File: config.mk
export PLATFORM = sky130hd
export DESIGN_NAME = seq_alu
export DESIGN_NICKNAME = d
export VERILOG_FILES = /design/src/rtl/seq_alu_pkg.sv /design/src/rtl/seq_alu_muldiv_iter.sv /design/src/rtl/seq_alu.sv
export SDC_FILE = /design/constraint.sdc
export NUM_CORES = 1
export LEC_CHECK = 0
export CORE_MARGIN = 5
export CORE_UTILIZATION = 40
export DETAILED_ROUTE_END_ITERATION = 8
export DONT_BUFFER_PORTS = 1
export GPL_TIMING_DRIVEN = 0
export MAX_ROUTING_LAYER = met4
export PLACE_DENSITY = 0.54
export SYNTH_ARGS = -nofsm -noshare
export SYNTH_HDL_FRONTEND = slang
export SYNTH_HIERARCHICAL = 1
export SYNTH_SLANG_ARGS = --single-unit
File: constraint.sdc
create_clock -name clk -period 4 [get_ports clk]
set_input_delay 0.4 -clock clk [delete_from_list [all_inputs] [get_ports clk]]
set_output_delay 0.4 -clock clk [all_outputs]
set_load 0.01 [all_outputs]
File: src/rtl/seq_alu_pkg.sv
// Shared definitions for the seq_alu execute stage: op codes, flag bit positions
// and FSM state encoding. The FLAGS register and the decoder import the same indices.
package seq_alu_pkg;

   typedef enum logic [2:0] {
      OP_ADD  = 3'b000,
      OP_SUB  = 3'b001,
      OP_AND  = 3'b010,
      OP_OR   = 3'b011,
      OP_XOR  = 3'b100,
      OP_MUL  = 3'b101,
      OP_DIV  = 3'b110,
      OP_PASS = 3'b111
   } op_e;

   localparam int FLAG_Z = 0;
   localparam int FLAG_N = 1;
   localparam int FLAG_C = 2;
   localparam int FLAG_V = 3;

   typedef enum logic [1:0] {
      IDLE = 2'b00,
      ITER = 2'b01,
      DONE = 2'b10
   } state_e;

   function automatic logic [3:0] pack_flags(input logic v, input logic c,
                                             input logic n, input logic z);
      logic [3:0] f;
      f         = '0;
      f[FLAG_V] = v;
      f[FLAG_C] = c;
      f[FLAG_N] = n;
      f[FLAG_Z] = z;
      return f;
   endfunction

endpackage

File: src/rtl/seq_alu_muldiv_iter.sv
// Iterative unsigned shift-add multiplier / restoring divider datapath: one step per
// cycle when told to, with the next-step values exposed so the FSM can finish in step.
module muldiv_iter #(
   parameter int WIDTH = 16
) (
   input  logic             clk,
   input  logic             rst_b,
   input  logic             load,
   input  logic             step,
   input  logic             div,
   input  logic [WIDTH-1:0] a,
   input  logic [WIDTH-1:0] b,
   output logic [WIDTH-1:0] nxt_hi,
   output logic [WIDTH-1:0] nxt_lo,
   output logic             div_mode,
   output logic             zero_next
);

   localparam int CW = $clog2(WIDTH + 1);

   logic [WIDTH-1:0] hi_q, lo_q, opb_q;
   logic [CW-1:0]    cnt_q;
   logic [WIDTH:0]   sum, shifted, diff;

   // NOTE: every always_comb output gets a default first so no path leaves it unassigned (no latch).
   always_comb begin
      sum     = {1'b0, hi_q} + (lo_q[0] ? {1'b0, opb_q} : '0);
      shifted = {hi_q, lo_q[WIDTH-1]};
      diff    = shifted - {1'b0, opb_q};
      nxt_hi  = sum[WIDTH:1];
      nxt_lo  = {sum[0], lo_q[WIDTH-1:1]};
      if (div_mode) begin
         // diff[WIDTH] is the borrow: remainder trial failed, restore.
         if (!diff[WIDTH]) begin
            nxt_hi = diff[WIDTH-1:0];
            nxt_lo = {lo_q[WIDTH-2:0], 1'b1};
         end else begin
            nxt_hi = shifted[WIDTH-1:0];
            nxt_lo = {lo_q[WIDTH-2:0], 1'b0};
         end
      end
   end

   assign zero_next = (cnt_q == CW'(1));

   // NOTE: sequential state uses non-blocking assignments so all registers update from pre-edge values.
   always_ff @(posedge clk or negedge rst_b) begin
      if (!rst_b) begin
         hi_q     <= '0;
         lo_q     <= '0;
         opb_q    <= '0;
         cnt_q    <= '0;
         div_mode <= 1'b0;
      end else if (load) begin
         hi_q     <= '0;
         lo_q     <= a;
         opb_q    <= b;
         cnt_q    <= CW'(WIDTH);
         div_mode <= div;
      end else if (step) begin
         hi_q  <= nxt_hi;
         lo_q  <= nxt_lo;
         cnt_q <= cnt_q - CW'(1);
      end
   end

endmodule

File: src/rtl/seq_alu.sv
// 16-bit execute-stage ALU feeding the FLAGS register: single-cycle logic/arithmetic,
// iterative MUL/DIV, registered result/flags with a one-cycle done/flags_en strobe.
module seq_alu
   import seq_alu_pkg::*;
#(
   parameter int WIDTH = 16,
   parameter int FLAGW = 4
) (
   input  logic             clk,
   input  logic             rst_b,
   input  logic             start,
   input  logic [2:0]       op,
   input  logic [WIDTH-1:0] a,
   input  logic [WIDTH-1:0] b,
   output logic             busy,
   output logic             done,
   output logic [WIDTH-1:0] result,
   output logic [WIDTH-1:0] result_hi,
   output logic [FLAGW-1:0] flags_out,
   output logic             flags_en
);

   state_e           state;
   op_e              op_in;
   logic             is_iter, load;
   logic [WIDTH:0]   add_w, sub_w;
   logic [WIDTH-1:0] sc_res, md_hi, md_lo;
   logic             sc_c, sc_v, md_div, md_last;
   logic [FLAGW-1:0] sc_flags, md_flags;

   assign op_in   = op_e'(op);
   assign is_iter = (op_in == OP_MUL) || ((op_in == OP_DIV) && (b != '0));
   assign load    = (state == IDLE) && start && is_iter;

   always_comb begin
      add_w  = {1'b0, a} + {1'b0, b};
      sub_w  = {1'b0, a} - {1'b0, b};
      sc_res = a;
      sc_c   = 1'b0;
      sc_v   = 1'b0;
      case (op_in)
         OP_ADD: begin
            sc_res = add_w[WIDTH-1:0];
            sc_c   = add_w[WIDTH];
            sc_v   = (a[WIDTH-1] == b[WIDTH-1]) && (sc_res[WIDTH-1] != a[WIDTH-1]);
         end
         OP_SUB: begin
            // Top bit of the zero-extended difference is the borrow (a < b).
            sc_res = sub_w[WIDTH-1:0];
            sc_c   = sub_w[WIDTH];
            sc_v   = (a[WIDTH-1] != b[WIDTH-1]) && (sc_res[WIDTH-1] != a[WIDTH-1]);
         end
         OP_AND:  sc_res = a & b;
         OP_OR:   sc_res = a | b;
         OP_XOR:  sc_res = a ^ b;
         default: sc_res = a;
      endcase
      sc_flags = pack_flags(sc_v, sc_c, sc_res[WIDTH-1], sc_res == '0);
   end

   always_comb begin
      if (md_div)
         md_flags = pack_flags(1'b0, 1'b0, md_lo[WIDTH-1], md_lo == '0);
      else
         md_flags = pack_flags(md_hi != '0, md_hi != '0, md_lo[WIDTH-1],
                               {md_hi, md_lo} == '0);
   end

   muldiv_iter #(.WIDTH(WIDTH)) u_muldiv (
      .clk       (clk),
      .rst_b     (rst_b),
      .load      (load),
      .step      (state == ITER),
      .div       (op_in == OP_DIV),
      .a         (a),
      .b         (b),
      .nxt_hi    (md_hi),
      .nxt_lo    (md_lo),
      .div_mode  (md_div),
      .zero_next (md_last)
   );

   always_ff @(posedge clk or negedge rst_b) begin
      if (!rst_b) begin
         state     <= IDLE;
         busy      <= 1'b0;
         done      <= 1'b0;
         result    <= '0;
         result_hi <= '0;
         flags_out <= '0;
      end else begin
         done <= 1'b0;
         case (state)
            IDLE: if (start) begin
               busy <= 1'b1;
               if (is_iter) begin
                  state <= ITER;
               end else if (op_in == OP_DIV) begin
                  state     <= DONE;
                  done      <= 1'b1;
                  result    <= '1;
                  result_hi <= a;
                  flags_out <= pack_flags(1'b1, 1'b0, 1'b1, 1'b0);
               end else begin
                  state     <= DONE;
                  done      <= 1'b1;
                  result    <= sc_res;
                  result_hi <= '0;
                  flags_out <= sc_flags;
               end
            end
            // The last step's values go straight to the outputs, saving a cycle.
            ITER: if (md_last) begin
               state     <= DONE;
               done      <= 1'b1;
               result    <= md_lo;
               result_hi <= md_hi;
               flags_out <= md_flags;
            end
            default: begin
               state <= IDLE;
               busy  <= 1'b0;
            end
         endcase
      end
   end

   assign flags_en = done;

endmodule

==> summary.md, run 1 <==
| Metric | Value |
|---|---|
| FFs w/ async S/R, synth | between 90% and 100% |
| Reg2reg path depth | 18 |
| Reg-to-reg endpoint | flags_out[2] |
| Initial Util | between 40% and 50% |
| Ports | 77 |
| Share of cells above drive strength 1 | between 10 and 15% |
| Detailed router's first-iteration violation count | 880 |
| Syn_nets | between 1,000 and 1,500 |
| Site Rows | 55 |
| Final period util | 99.00% |
| First-pass GRT wire length | 52.43 mm |
| Number of synthesized register bits | slightly above 90 |
| Setup-failing EPs final | 0 |
| CTS max path bufs | 2 |
| DRC | 0 |
| Die height | 161.9 um |
| Post-Synthesis Cells | ~1,200 |
| Seq/Total Area, Yosys | 25.21% |
| DR WL/cell | 23.47 um |
| CP required | 4.22 ns |
| Initial antenna violation count | 0 |
| Capture point of the critical path | flags_out[2] |
| Cell Area, Synth | between 9000 and 10,000 um2 |
| Worst-Margin Slew | 1.068 ns |
| Crit path capture type | flop |
| Top FF cell, synth | dfrtp_1 |
| Critical Path AT | between 4 and 5 ns |
| Clock latency at the later pin of the worst-skew pair | 0.35 ns |
| CTS clk-pin slew, worst paths | 0.08 ns |
| Minimum clock period | 3.960 ns |
| Rel. slew slack | 28.31% |
| Most common cell after layout, fill and taps aside | nand2_1 |
| Post-synth EDFFs | 0 |
| Max IR drop VDD | ~0.47 mV |
| Synth top area cells | dfrtp_1 (25%), ha_1 (12%), o21ai_0 (4.9%), nand2_1 (4.8%), nor2_1 (3.5%) |
| Gr ovfl total | 0 |
| Clock Skews | 0.009129 ns |
| Nets | 1,311 |
| Yosys warning count | 6 |
| H-tree depth | 3 |
| Hold_sp | a[14] |
| Area leader, netlist | dfrtp_1 |
| Root Driver | clkbuf_16 |
| Placed Instance Area | 9589 um2 |
| Via density | 6.151 |
| Final-report hold violation count | 0 |
| Maximum clock rate | roughly 0.25 GHz |
| Setup TNS Final | 0 ns |
| Launch point of the worst reg-to-reg path | u_muldiv/lo_q[15] |
| Gpl congestion | 0.9666 |
| Cell variety after synth | 90 |
| Area Growth Syn to Fin | 11.55% |
| Avg Cell Area, Syn | 8.001 um2 |
| Core area | 22,710 um2 |
| N_diodes | 0 |
| Crit path launch | u_muldiv/lo_q[15] |
| Power per cell area | 845.4 nW/um2 |
| Slew Limit Fails | 0 |
| FILL cells | 2,318 |
| DIE WIDTH | ~160 um |
| Die ar. | 26,220 um2 |
| Share of the synthesized area in the top cell type | 25.21% |
| RSZ-0062 raised after global routing | yes |
| Largest net degree at the start of global routing | 94 |
| Commonest non-fill, non-tap cells in the layout | nand2_1 (117), dfrtp_1 (92), nor2_1 (87) |
| CTS tree | done |
| IO Port Bufs | 0 |
| Hold/Removal Path Class | input pin to flop |
| Leak | 0.004403 uW |
| Post-DP HPWL | 26.94 mm |
| Setup slack, reg-to-reg | about 0.04 ns |
| Max Fanout on Critical Path | 5 |
| Drt first pass iters | 5 |
| Num CTS Buffers | 9 |
| Gr usage total | roughly a quarter |
| Startpoint types | flop |
| ANT nets after route | 0 |
| Critical path type | flop to flop |
| Via Count | 9,067 |
| Final Instance Area | 10,300 um2 |
| Max-capacitance violation count | 0 |
| Final wirelength | 34.60 mm |
| Vias in the first global route | 8,717 |
| Status | complete, no violations |
| CTS Sinks | 93 |
repair_timing:
action                                 in CTS  in global routing
setup endpoints to repair                   3                 20
hold buffers                                2                  0
cloned                                      0                  1
gates resized for setup                    33                 18
buffers inserted                           14                  3
pin swaps                                  16                 13
endpoints found under the hold margin      93                  0
flip-flops by register name (all words and copies together) (netlist names):
register           count
state                  2
u_muldiv/div_mode      1
done                   1
u_muldiv/lo_q         16
result_hi             16
result                15
flags_out              4
u_muldiv/opb_q        16
busy                   1
u_muldiv/hi_q         16
u_muldiv/cnt_q         5
critical path, stage by stage (launching register included):
cell and delay [ns]:
dfrtp_1 0.40, inv_2 0.10, ha_4 0.15, inv_1 0.05, fa_2 0.34, a211oi_2 0.26, o211ai_2 0.15, a31o_4 0.30
a211oi_4 0.32, nor3_4 0.10, buf_6 0.13, buf_4 0.16, nand3_2 0.08, o211ai_1 0.25, nor4_4 0.40, a41oi_2 0.22
and3_1 0.23, a21oi_2 0.12, o41ai_2 0.08
metrics by stage:
step	util [%]	hold slack, ns	cells	power [uW]	setup slack [ns]
3_5_place_dp	42.23	0.1106	1439	6852	-0.7243
3_3_place_gp	42.23	0.1111	1439	6833	-0.6485
2_1_floorplan	-	0.1044	1154	5459	0.3609
4_1_cts	44.78	0.1548	1471	8293	0.01615
5_1_grt	45.35	0.1714	1474	9287	-0.07105
6_report	45.35	0.1645	1474	8707	0.04003
Yosys cell counts (14+ instances only):
master and count:
a31oi_1 36, nand2b_1 19, nand2_1 117, nor3_1 22
nor4_1 14, o211ai_1 15, nor2_1 87, ha_1 85
o21ai_0 90, clkbuf_1 49, nand3_1 30, inv_1 76
a21oi_1 62, and2_1 21, mux2i_1 24, xor2_1 16
xnor2_1 23, a211oi_1 15, a21o_1 27, mux2_2 16
dfrtp_1 93, o22ai_1 18
final cells by class:
class | instances | area (um2) | area share, %
plain buffers | 67 | 304.0 | 2.952
repair buffers | 20 | 193.9 | 1.883
flip-flops and latches | 93 | 2328 | 22.61
well taps | 285 | 356.6 | 3.463
multi-input cells | 913 | 6525 | 63.36
inverters | 80 | 300.3 | 2.916
clock buffers | 9 | 225.2 | 2.187
clock inverters | 7 | 65.06 | 0.6318
power breakdown:
group	switching [uW]	internal, uW
registers	521	1390
logic	3510	2400
clock network	438	441
total	4470	4230
worst min path at each step:
stage | slack (ns) | end | cells after the start
floorplan | 0.10 | busy | 0
global placement | 0.11 | u_muldiv/cnt_q[0] | 0
detailed placement | 0.11 | u_muldiv/cnt_q[0] | 0
CTS | 0.15 | u_muldiv/lo_q[14] | 2
global route | 0.17 | u_muldiv/opb_q[9] | 2
finish | 0.16 | u_muldiv/lo_q[14] | 2
logic make-up (layout without fill, tap and decap cells):
family                     after synthesis  in the layout  synth area share, %
DFF                                     93             93                25.21
and+or+nand+nor                        372            372                19.75
muxes                                   41             41                4.797
adders and majority gates               89             89                12.39
AOI/OAI and AO/OA                      372            372                27.80
xor gates and xnor gates                39             39                3.700
buffers and inverters                  148            183                6.369
layer usage:
metal / routed length (um) / share of wire, % / track usage (%) / vias up
met5: 0 / 0 / - / -
met3: 3374 / 9.8 / 7.460 / 63
met1: 15530 / 45 / 36.43 / 4388
met4: 781 / 2.3 / 6.920 / 0
met2: 14910 / 43 / 38.39 / 354
li1: - / - / - / 4262
(Power assumes the default switching activity.)
==> run 2: changes to the inputs <==
--- a/config.mk
+++ b/config.mk
@@ -7,2 +7,3 @@
 export LEC_CHECK = 0
+export CORE_ASPECT_RATIO = 2
 export CORE_MARGIN = 5
==> constraint.sdc (replaced) <==
create_clock -name clk -period 4 [get_ports clk]
set_input_delay 0.2 -clock clk [delete_from_list [all_inputs] [get_ports clk]]
set_output_delay 0.2 -clock clk [all_outputs]
set_load 0.01 [all_outputs]
==> summary.md, run 2 (synthesis gave the netlist of run 1 again) <==
| Metric | Value |
|---|---|
| Setup-failing EPs final | 3 |
| Dpl cells | 1,434 |
| Met2 Resource Use GR | 57.02% |
| Crit path capture type | flop |
| Met1 Usage GRT | a little over a quarter |
| Minimum clock period | 4.093 ns |
| CTS tree | done |
| Maximum clock rate | 0.2443 GHz |
| CP cell instances | inv_2 > ha_4 > inv_2 > fa_2 > a211oi_4 > o211ai_4 > a31o_4 > a211oi_4 > buf_4 > nor3_4 > buf_4 > and3_1 > or3_1 > nor4_4 > a41oi_2 > and3_1 > a21oi_2 > o41ai_1 |
| Startpoint types | flop |
| Clock latency at the later pin of the worst-skew pair | about 0.38 ns |
| Rel. slew slack | 19.43% |
| CTS clk-pin slew, worst paths | 0.08 ns |
| Root Driver | clkbuf_16 |
| Pint | 4489 uW |
| Worst-Margin Slew | about 1.2 ns |
| Switch share | 52.17% |
| Final Instance Area | 10,790 um2 |
| Clock Skews | approximately 0.016 ns |
| P_sw | about 5000 uW |
| DRC | 0 |
| FILL cells | 2,330 |
| Clock share of power | a little under 10% |
| Nets | 1,353 |
| Final period util | 102.3% |
| Die height | 224.9 um |
| Leak | 0.004577 uW |
| Status | finished, violations left |
| CTS max path bufs | 2 |
| Critical path type | flop to flop |
| DR WL/cell | approximately 26 um |
| CP max stage delay | 0.43 ns |
| Gpl congestion | 0.9808 |
| Power share of the combinational group | 69.8% |
| Num CTS Buffers | 9 |
| Share of cells above drive strength 1 | 11.94% |
| Slowest-stage cell, CP | or3_1 |
| Post-DP HPWL | 31.09 mm |
| Pre-CTS WS | -1.174 ns |
| Finished Layout Cells | 1,511 |
| Power per cell area | 869.6 nW/um2 |
| Final wirelength | 39.77 mm |
| Via Count | 9,618 |
| IO Port Bufs | 0 |
| Via density | 6.365 |
| CTS Sinks | 93 |
| Core area | 22,740 um2 |
| Largest net degree at the start of global routing | 94 |
| ANT nets after route | 0 |
| Die ar. | between 20,000 and 30,000 um2 |
| Max-capacitance violation count | 0 |
| Detailed router's first-iteration violation count | roughly 650 |
| GR peak layer | met2 |
| Area Growth Syn to Fin | 16.90% |
| Sequential Power Share | 20.4% |
| N_diodes | 0 |
| Max Fanout on Critical Path | 5 |
| First-pass GRT wire length | 60.16 mm |
| Failing checks | negative setup slack |
| Max IR drop VDD | 0.6189 mV |
| Initial antenna violation count | 0 |
| Final-report hold violation count | 0 |
| RSZ-0062 raised after global routing | yes |
| Gr usage total | 30.59% |
| Setup ws final | -0.09324 ns |
| Vias in the first global route | 10,120 |
| Setup TNS Final | -0.1730 ns |
| Critical Path AT | around 4.3 ns |
| H-tree depth | 3 |
| CP required | 4.24 ns |
| Slew Limit Fails | 0 |
| Hold/Removal Path Class | input pin to flop |
| Site Rows | 78 |
| Placed Instance Area | 9583 um2 |
| Commonest non-fill, non-tap cells in the layout | nand2_1 (117), dfrtp_1 (92), nor2_1 (86) |
| DIE WIDTH | 117.4 um |
| Most common cell after layout, fill and taps aside | nand2_1 |
| Gr ovfl total | 0 |
| GR Util met3 | 4.076% |
| Drt first pass iters | 5 |
| Initial Util | 40.60% |
| Ports | 77 |
run 2: cell types whose count changed in the layout (fill, tap and decap cells not counted), sizes merged:
cell	previous run	this run
clkbuf	58	57
clkinv	5	7
dlygate4sd3	1	33
buf	37	48
inv	82	80
run 2: stage by stage:
step                      hold slack [ns]  total power [uW]  utilization [%]
after global placement           -0.09085              7033            42.14
final                            0.007936              9386            47.46
after floorplan                  -0.09559              5459                -
after global routing              0.02382              9928            47.46
after detailed placement         -0.09103              7054            42.14
after CTS                        0.004591              8970            46.83
run 2: per-layer routing:
layer / share of wire (%) / vias to the layer above / wire length, um
li1: - / 4357 / -
met1: 31 / 4687 / 12420
met2: 54 / 383 / 21680
met3: 4.1 / 191 / 1638
met4: 10 / 0 / 4038
met5: 0 / - / 0
run 2: what timing repair did:
item                                    in CTS  in global routing
pin swaps                                   21                 15
endpoints found under the setup margin       4                  4
endpoints found under the hold margin      132                  0
hold buffers                                34                  0
gates cloned                                 1                  0
buffers inserted                            20                  7
resized for setup                           48                 19
run 2: layout make-up:
type | instances | area (um2) | share of cell area, %
Multi-Input combinational cell | 913 | 6603 | 61.18
Sequential cell | 93 | 2328 | 21.57
Timing Repair Buffer | 62 | 600.6 | 5.565
Tap cell | 280 | 350.3 | 3.246
Inverter | 80 | 300.3 | 2.782
Buffer | 67 | 296.5 | 2.747
Clock buffer | 9 | 225.2 | 2.087
Clock inverter | 7 | 88.84 | 0.8231
run 2: power by group through the flow:
stage / Combinational, uW / Sequential, uW / Clock (uW)
finish: 6550 / 1910 / 920
global route: 7000 / 1960 / 968
global placement: 5120 / 1920 / 0
CTS: 6140 / 1910 / 929
detailed placement: 5130 / 1930 / 0
floorplan: 3710 / 1750 / 0
run 2: path summary, 6_finish.rpt:
check,from,end,slack (ns),cells past startpoint
hold / removal,a[5],result_hi[5],0.008,2
setup / recovery,u_muldiv/lo_q[15],flags_out[2],-0.09,18
max in group asynchronous,rst_b,u_muldiv/cnt_q[1],3.18,2
hold reg to reg,state[1],busy,0.49,1
setup reg to reg,u_muldiv/lo_q[15],flags_out[2],-0.09,18
min in group asynchronous,rst_b,result_hi[3],0.36,2
run 2: critical path, delay by kind of cell (launching register included):
family          cells  cell delay (ns)
compound gates      7             1.31
fa+ha+maj           2             0.49
buf+inv             4             0.47
flops               1             0.39
simple gates        5             1.27
